File: config.mk
export PLATFORM = sky130hd
export DESIGN_NAME = spi_cmd_rx
export DESIGN_NICKNAME = d
export VERILOG_FILES = /design/src/rtl/spi_cmd_rx.sv
export SDC_FILE = /design/constraint.sdc
export NUM_CORES = 1
export LEC_CHECK = 0
export CORE_MARGIN = 2
export CORE_UTILIZATION = 45
export DETAILED_ROUTE_END_ITERATION = 8
export HOLD_SLACK_MARGIN = 0.03
export PLACE_DENSITY = 0.77
export SYNTH_ARGS = -nofsm -noshare
export SYNTH_HDL_FRONTEND = slang
export SYNTH_SLANG_ARGS = --single-unit
File: constraint.sdc
create_clock -name spi_clk_i -period 7.27 [get_ports spi_clk_i]
set_input_delay 2.181 -clock spi_clk_i [delete_from_list [all_inputs] [get_ports spi_clk_i]]
set_output_delay 2.181 -clock spi_clk_i [all_outputs]
set_load 0.02 [all_outputs]
File: src/rtl/spi_cmd_rx.sv
// SPI/QPI command receiver: decodes register and memory write frames
// clocked by the SPI clock, with a runtime standard/quad lane switch.
module spi_cmd_rx (
  input  logic        spi_clk_i,
  input  logic        rst_n,
  input  logic        spi_cs_i,
  input  logic        spi_sdi0_i,
  input  logic        spi_sdi1_i,
  input  logic        spi_sdi2_i,
  input  logic        spi_sdi3_i,
  output logic        qpi_en_o,
  output logic        reg_wr_o,
  output logic        reg_sel_o,
  output logic [7:0]  reg_wdata_o,
  output logic        mem_wr_o,
  output logic [31:0] mem_addr_o,
  output logic [31:0] mem_wdata_o,
  output logic        cmd_err_o,
  output logic        busy_o
);

  typedef enum logic [2:0] {
    IDLE, CMD, REG_DATA, ADDR, DATA, DONE, IGNORE
  } state_e;

  state_e      state_q, state_d;
  logic [5:0]  cnt_q, cnt_d;
  logic [31:0] sh_q, sh_d;
  logic        armed_q, armed_d;
  logic        sel_q, sel_d;
  logic        pend_q, pend_d;
  logic        qpi_q, qpi_d;
  logic        reg_wr_q, reg_wr_d;
  logic        reg_sel_q, reg_sel_d;
  logic [7:0]  reg_wdata_q, reg_wdata_d;
  logic        mem_wr_q, mem_wr_d;
  logic [31:0] mem_addr_q, mem_addr_d;
  logic [31:0] mem_wdata_q, mem_wdata_d;
  logic        err_q, err_d;

  logic [3:0]  nib;
  logic [5:0]  inc, cnt_nx;
  logic [31:0] sh_nx;
  logic        wide, field_end;
  logic        is_reg, is_mem;

  assign nib    = {spi_sdi3_i, spi_sdi2_i, spi_sdi1_i, spi_sdi0_i};
  assign inc    = qpi_q ? 6'd4 : 6'd1;
  assign cnt_nx = cnt_q + inc;
  assign sh_nx  = qpi_q ? {sh_q[27:0], nib} : {sh_q[30:0], spi_sdi0_i};
  assign wide   = (state_q == ADDR) || (state_q == DATA);
  assign field_end = (cnt_nx == (wide ? 6'd32 : 6'd8));
  assign is_reg = (sh_nx[7:0] == 8'h01) || (sh_nx[7:0] == 8'h11);
  assign is_mem = (sh_nx[7:0] == 8'h02);

  always_ff @(posedge spi_clk_i or negedge rst_n) begin
    if (!rst_n) state_q <= IDLE;
    else        state_q <= state_d;
  end

  always_comb begin
    state_d = state_q;
    if (spi_cs_i) begin
      state_d = IDLE;
    end else begin
      unique case (state_q)
        IDLE:     if (armed_q) state_d = CMD;
        CMD:      if (field_end) begin
                    if (is_reg)      state_d = REG_DATA;
                    else if (is_mem) state_d = ADDR;
                    else             state_d = IGNORE;
                  end
        REG_DATA: if (field_end) state_d = DONE;
        ADDR:     if (field_end) state_d = DATA;
        DATA:     if (field_end) state_d = DONE;
        default:  state_d = state_q;
      endcase
    end
  end

  always_comb begin
    cnt_d       = cnt_q;
    sh_d        = sh_q;
    armed_d     = armed_q;
    sel_d       = sel_q;
    pend_d      = pend_q;
    qpi_d       = qpi_q;
    reg_wr_d    = 1'b0;
    mem_wr_d    = 1'b0;
    err_d       = 1'b0;
    reg_sel_d   = reg_sel_q;
    reg_wdata_d = reg_wdata_q;
    mem_addr_d  = mem_addr_q;
    mem_wdata_d = mem_wdata_q;
    if (spi_cs_i) begin
      // Frame boundary: the pending lane mode becomes live here only
      cnt_d   = '0;
      armed_d = 1'b1;
      qpi_d   = pend_q;
    end else begin
      unique case (state_q)
        IDLE: if (armed_q) begin
          sh_d  = sh_nx;
          cnt_d = cnt_nx;
        end
        CMD: begin
          sh_d  = sh_nx;
          cnt_d = field_end ? 6'd0 : cnt_nx;
          if (field_end) begin
            sel_d = sh_nx[4];
            err_d = !is_reg && !is_mem;
          end
        end
        REG_DATA: begin
          sh_d  = sh_nx;
          cnt_d = field_end ? 6'd0 : cnt_nx;
          if (field_end) begin
            reg_wr_d    = 1'b1;
            reg_sel_d   = sel_q;
            reg_wdata_d = sh_nx[7:0];
            if (!sel_q) pend_d = sh_nx[0];
          end
        end
        ADDR: begin
          sh_d  = sh_nx;
          cnt_d = field_end ? 6'd0 : cnt_nx;
          if (field_end) mem_addr_d = sh_nx;
        end
        DATA: begin
          sh_d  = sh_nx;
          cnt_d = field_end ? 6'd0 : cnt_nx;
          if (field_end) begin
            mem_wr_d    = 1'b1;
            mem_wdata_d = sh_nx;
          end
        end
        default: ;
      endcase
    end
  end

  always_ff @(posedge spi_clk_i or negedge rst_n) begin
    if (!rst_n) begin
      cnt_q       <= '0;
      sh_q        <= '0;
      armed_q     <= 1'b0;
      sel_q       <= 1'b0;
      pend_q      <= 1'b0;
      qpi_q       <= 1'b0;
      reg_wr_q    <= 1'b0;
      reg_sel_q   <= 1'b0;
      reg_wdata_q <= '0;
      mem_wr_q    <= 1'b0;
      mem_addr_q  <= '0;
      mem_wdata_q <= '0;
      err_q       <= 1'b0;
    end else begin
      cnt_q       <= cnt_d;
      sh_q        <= sh_d;
      armed_q     <= armed_d;
      sel_q       <= sel_d;
      pend_q      <= pend_d;
      qpi_q       <= qpi_d;
      reg_wr_q    <= reg_wr_d;
      reg_sel_q   <= reg_sel_d;
      reg_wdata_q <= reg_wdata_d;
      mem_wr_q    <= mem_wr_d;
      mem_addr_q  <= mem_addr_d;
      mem_wdata_q <= mem_wdata_d;
      err_q       <= err_d;
    end
  end

  assign qpi_en_o    = qpi_q;
  assign reg_wr_o    = reg_wr_q;
  assign reg_sel_o   = reg_sel_q;
  assign reg_wdata_o = reg_wdata_q;
  assign mem_wr_o    = mem_wr_q;
  assign mem_addr_o  = mem_addr_q;
  assign mem_wdata_o = mem_wdata_q;
  assign cmd_err_o   = err_q;
  assign busy_o      = (state_q != IDLE);

endmodule

==> Implementation_results.wiki <==
{| class="wikitable"
! Metric !! Value
|-
| First-pass detailed-route iteration total || 4
|-
| Pin count of the biggest net entering global routing || 87
|-
| Initial cell density of the core || 45.71%
|-
| Most area-hungry cell type in the Yosys netlist || sky130_fd_sc_hd__dfrtp_1
|-
| Static leakage || 3.101 nW
|-
| Number of endpoints with negative hold slack in the final report || 0
|-
| Number of primary I/O pins || 85
|-
| Number of antenna cells inserted || 0
|-
| Quantity of gates resized following cts || 0
|-
| Latest clock arrival within the worst-skew pair || 0.41 ns
|-
| Post-synthesis async set-or-reset flop share || 100.0%
|-
| Post-synth EDFFs || 0
|-
| Hold WC Path Type || register to register
|-
| Post-route insts no fill || 622
|-
| Global placement routability congestion || 0.7915
|-
| Post-Route Utilization || 58.58%
|-
| Area of the die || 0.01294 sq mm
|-
| Count of standard-cell rows || 40
|-
| Sequential element share of the synthesized area || 55.39%
|-
| Average instance area after synthesis || 14.50 sq um
|-
| Fin crit period || 4.493 ns
|-
| Antenna violations before repair || 0
|-
| Wire length of the first global-routing pass || 18.51 mm
|-
| Maximum vdd ir drop || 0.1387 mV
|-
| Via count of the first global-routing pass || 3468
|-
| Height of the die || 113.8 microns
|-
| Post-synth top area share || 55.39%
|-
| Number of levels the H-tree was split into || 4
|-
| Worst Clk Skew || 0.006841 ns
|-
| Post-detailed-route DRC marker count || 0
|-
| Number of fill cells in the layout || 912
|-
| Total clock sinks || 120
|-
| DP Cell Count || 591
|-
| Final Setup Violations || 0
|-
| Number of buffers inserted during clock tree synthesis || 17
|-
| Number of pins exceeding their max-slew limit in the final report || 0
|-
| Antenna viol nets, final || 0
|-
| Crit path arrival time || 4.78 ns
|-
| Proportion of layout cells with a drive suffix above 1 || 37.68%
|-
| Clock tree from TritonCTS || yes
|-
| Mean routed wirelength per cell || 17.72 microns
|-
| Category of the critical setup timing path || input pin to register
|-
| Post-detailed-placement half-perimeter wirelength || 7.121 mm
|-
| Worst max-slew margin expressed relative to the limit || 28.31%
|-
| Buffers from clock root to sink, at most || 2
|-
| Warnings, synthesis || 0
|-
| CTS Hold Buffers Added || 0
|-
| Library cells used by synthesis || 41
|-
| DIE WIDTH || 113.8 microns
|-
| Finished Cell Area || 0.006948 sq mm
|-
| Post-synthesis sequential element count || 120
|-
| Prevailing post-synth register cell || sky130_fd_sc_hd__dfrtp_1
|-
| Critical path required time || 7.56 ns
|-
| Post-place instance area || 0.006360 sq mm
|-
| F_max || 222.6 MHz
|-
| Transition at the pin with the smallest max-transition slack || 1.075 ns
|-
| Routed wire length || 11.02 mm
|-
| Area growth syn-to-layout || 28.16%
|-
| Clk slew on worst S/H paths || 0.05 ns
|-
| Total Routing Usage GR || 18.50%
|-
| Total number of vias || 3371
|-
| Input/output buffers || 84
|-
| Summed negative setup slack over all endpoints || 0 ns
|-
| Buffers inserted by post-CTS timing repair || 0
|-
| Kind of capture point of the worst setup path || register
|-
| Total power density per cell area || 272.8 mW/mm^2
|-
| Status || finished clean
|-
| Share of the cycle needed by the critical path after routing || 61.80%
|-
| Largest fanout of any net on the critical path || 22
|-
| DRC violation total after the first TritonRoute iteration || 292
|-
| Crit start category || input pin
|-
| Synth Instances || 374
|-
| Nets in the synthesized netlist || 384
|-
| Total number of nets in the final design || 473
|-
| Total core area || 0.01186 sq mm
|-
| Total standard cell area after synthesis || 0.005421 sq mm
|-
| Total of max-cap violations || 0
|-
| Detail-routed via count per cell || 5.420
|-
| Cell at the root of the clock tree || sky130_fd_sc_hd__clkbuf_16
|-
| Congestion Overflow GR || 0
|-
| Unrepaired setup endpoints after global routing || false
|-
| Leading post-synthesis cells by cell area || sky130_fd_sc_hd__dfrtp_1 (55%), sky130_fd_sc_hd__mux2_2 (22%), sky130_fd_sc_hd__mux2_4 (8.0%)
|}
sequential cells by signal, indices dropped and copies added, names as in the netlist:
signal,cells
mem_wr_o,1
cmd_err_o,1
reg_wr_o,1
mem_wdata_o,32
sh_q,31
armed_q,1
cnt_q,6
pend_q,1
reg_sel_o,1
qpi_en_o,1
sel_q,1
mem_addr_o,32
reg_wdata_o,8
state_q,3
synth_stat cells (2+ instances only):
cell / instances
sky130_fd_sc_hd__buf_1: 2
sky130_fd_sc_hd__inv_1: 5
sky130_fd_sc_hd__nand3b_1: 2
sky130_fd_sc_hd__nor2_1: 10
sky130_fd_sc_hd__nand3_1: 5
sky130_fd_sc_hd__nor3b_1: 2
sky130_fd_sc_hd__and3b_1: 2
sky130_fd_sc_hd__mux2_4: 29
sky130_fd_sc_hd__o21ai_0: 6
sky130_fd_sc_hd__a211oi_1: 5
sky130_fd_sc_hd__dfrtp_1: 120
sky130_fd_sc_hd__clkbuf_1: 10
sky130_fd_sc_hd__mux2_2: 108
sky130_fd_sc_hd__xor2_1: 2
sky130_fd_sc_hd__xnor2_1: 4
sky130_fd_sc_hd__buf_6: 7
sky130_fd_sc_hd__nor3_1: 7
sky130_fd_sc_hd__a21oi_1: 8
sky130_fd_sc_hd__o221ai_1: 2
sky130_fd_sc_hd__ha_1: 3
sky130_fd_sc_hd__nand2_1: 13
sky130_fd_sc_hd__a211oi_4: 3
critical path, stage by stage:
cell	delay (ns)
sky130_fd_sc_hd__clkdlybuf4s50_1	0.68
sky130_fd_sc_hd__inv_1	0.20
sky130_fd_sc_hd__nand3_1	0.13
sky130_fd_sc_hd__a211oi_4	0.68
sky130_fd_sc_hd__buf_4	0.51
sky130_fd_sc_hd__mux2_2	0.39
worst paths after layout:
kind,from,endpoint,slack [ns],depth (start not counted)
setup reg to reg,qpi_en_o,mem_wdata_o[0],3.06,10
hold / removal,reg_wdata_o[3],reg_wdata_o[3],0.50,1
setup / recovery,spi_cs_i,mem_wdata_o[0],2.78,6
hold reg to reg,reg_wdata_o[3],reg_wdata_o[3],0.50,1
min in group asynchronous,rst_n,mem_wdata_o[5],1.97,1
max in group asynchronous,rst_n,mem_addr_o[24],4.20,2
layer usage:
| layer | track usage (%) | vias up | share of wire [%] |
|---|---|---|---|
| met1 | 26.28 | 1746 | 48 |
| met5 | 0 | - | 0 |
| met4 | 6.260 | 0 | 1.1 |
| li1 | - | 1537 | - |
| met2 | 27.39 | 76 | 47 |
| met3 | 5.420 | 12 | 4.2 |
where the power goes:
group	total, mW	leakage [nW]	internal [mW]	switching (mW)
Sequential	0.808	1.61	0.746	0.0623
Clock	0.834	0.293	0.552	0.282
Combinational	0.253	1.19	0.130	0.123
cells by family (layout without fill, tap and decap cells):
kind of cell	count (synthesis)	after routing	synth area share, %
compound gates	33	33	4.985
flops	120	120	55.39
xor+xnor	6	6	0.9693
simple gates	50	50	4.685
fa+ha+maj	3	3	0.6924
mux	138	138	30.65
buf+inv	24	125	2.631
cell usage in the layout (no fill, tap or decap), types with 2 or more instances in the layout:
cell / instances
sky130_fd_sc_hd__nand2_1: 13
sky130_fd_sc_hd__inv_1: 5
sky130_fd_sc_hd__clkbuf_1: 3
sky130_fd_sc_hd__a21oi_1: 8
sky130_fd_sc_hd__o21ai_0: 6
sky130_fd_sc_hd__mux2_2: 108
sky130_fd_sc_hd__dfrtp_1: 120
sky130_fd_sc_hd__xnor2_1: 4
sky130_fd_sc_hd__clkbuf_16: 17
sky130_fd_sc_hd__clkdlybuf4s50_1: 83
sky130_fd_sc_hd__and3b_1: 2
sky130_fd_sc_hd__nor3b_1: 2
sky130_fd_sc_hd__a211oi_1: 5
sky130_fd_sc_hd__mux2_4: 29
sky130_fd_sc_hd__nor3_1: 7
sky130_fd_sc_hd__clkinv_2: 5
sky130_fd_sc_hd__nand3_1: 5
sky130_fd_sc_hd__a211oi_4: 3
sky130_fd_sc_hd__clkbuf_8: 2
sky130_fd_sc_hd__nor2_1: 9
sky130_fd_sc_hd__buf_4: 6
sky130_fd_sc_hd__xor2_1: 2
sky130_fd_sc_hd__nand3b_1: 2
sky130_fd_sc_hd__o221ai_1: 2
sky130_fd_sc_hd__ha_1: 3
sky130_fd_sc_hd__bufinv_16: 3
metrics by stage:
stage                     hold slack [ns]  setup slack, ns  total power, mW
final                              0.5006            2.777            1.895
after global routing               0.5167            2.638            1.984
after CTS                          0.5015            2.781            1.914
after detailed placement           0.4894            2.376            1.070
after global placement             0.4719            2.426            1.056
after floorplan                    0.4492            3.884           0.9781
layout make-up:
type | instances | area [sq um] | area share [%]
flip-flops and latches | 120 | 3003 | 43.22
multi-input cells | 230 | 2278 | 32.79
repair buffers | 89 | 875.8 | 12.61
clock buffers | 22 | 464.2 | 6.681
well taps | 147 | 183.9 | 2.647
clock inverters | 9 | 123.9 | 1.783
inverters | 5 | 18.77 | 0.2701
Power figures use the tool's default switching activity.
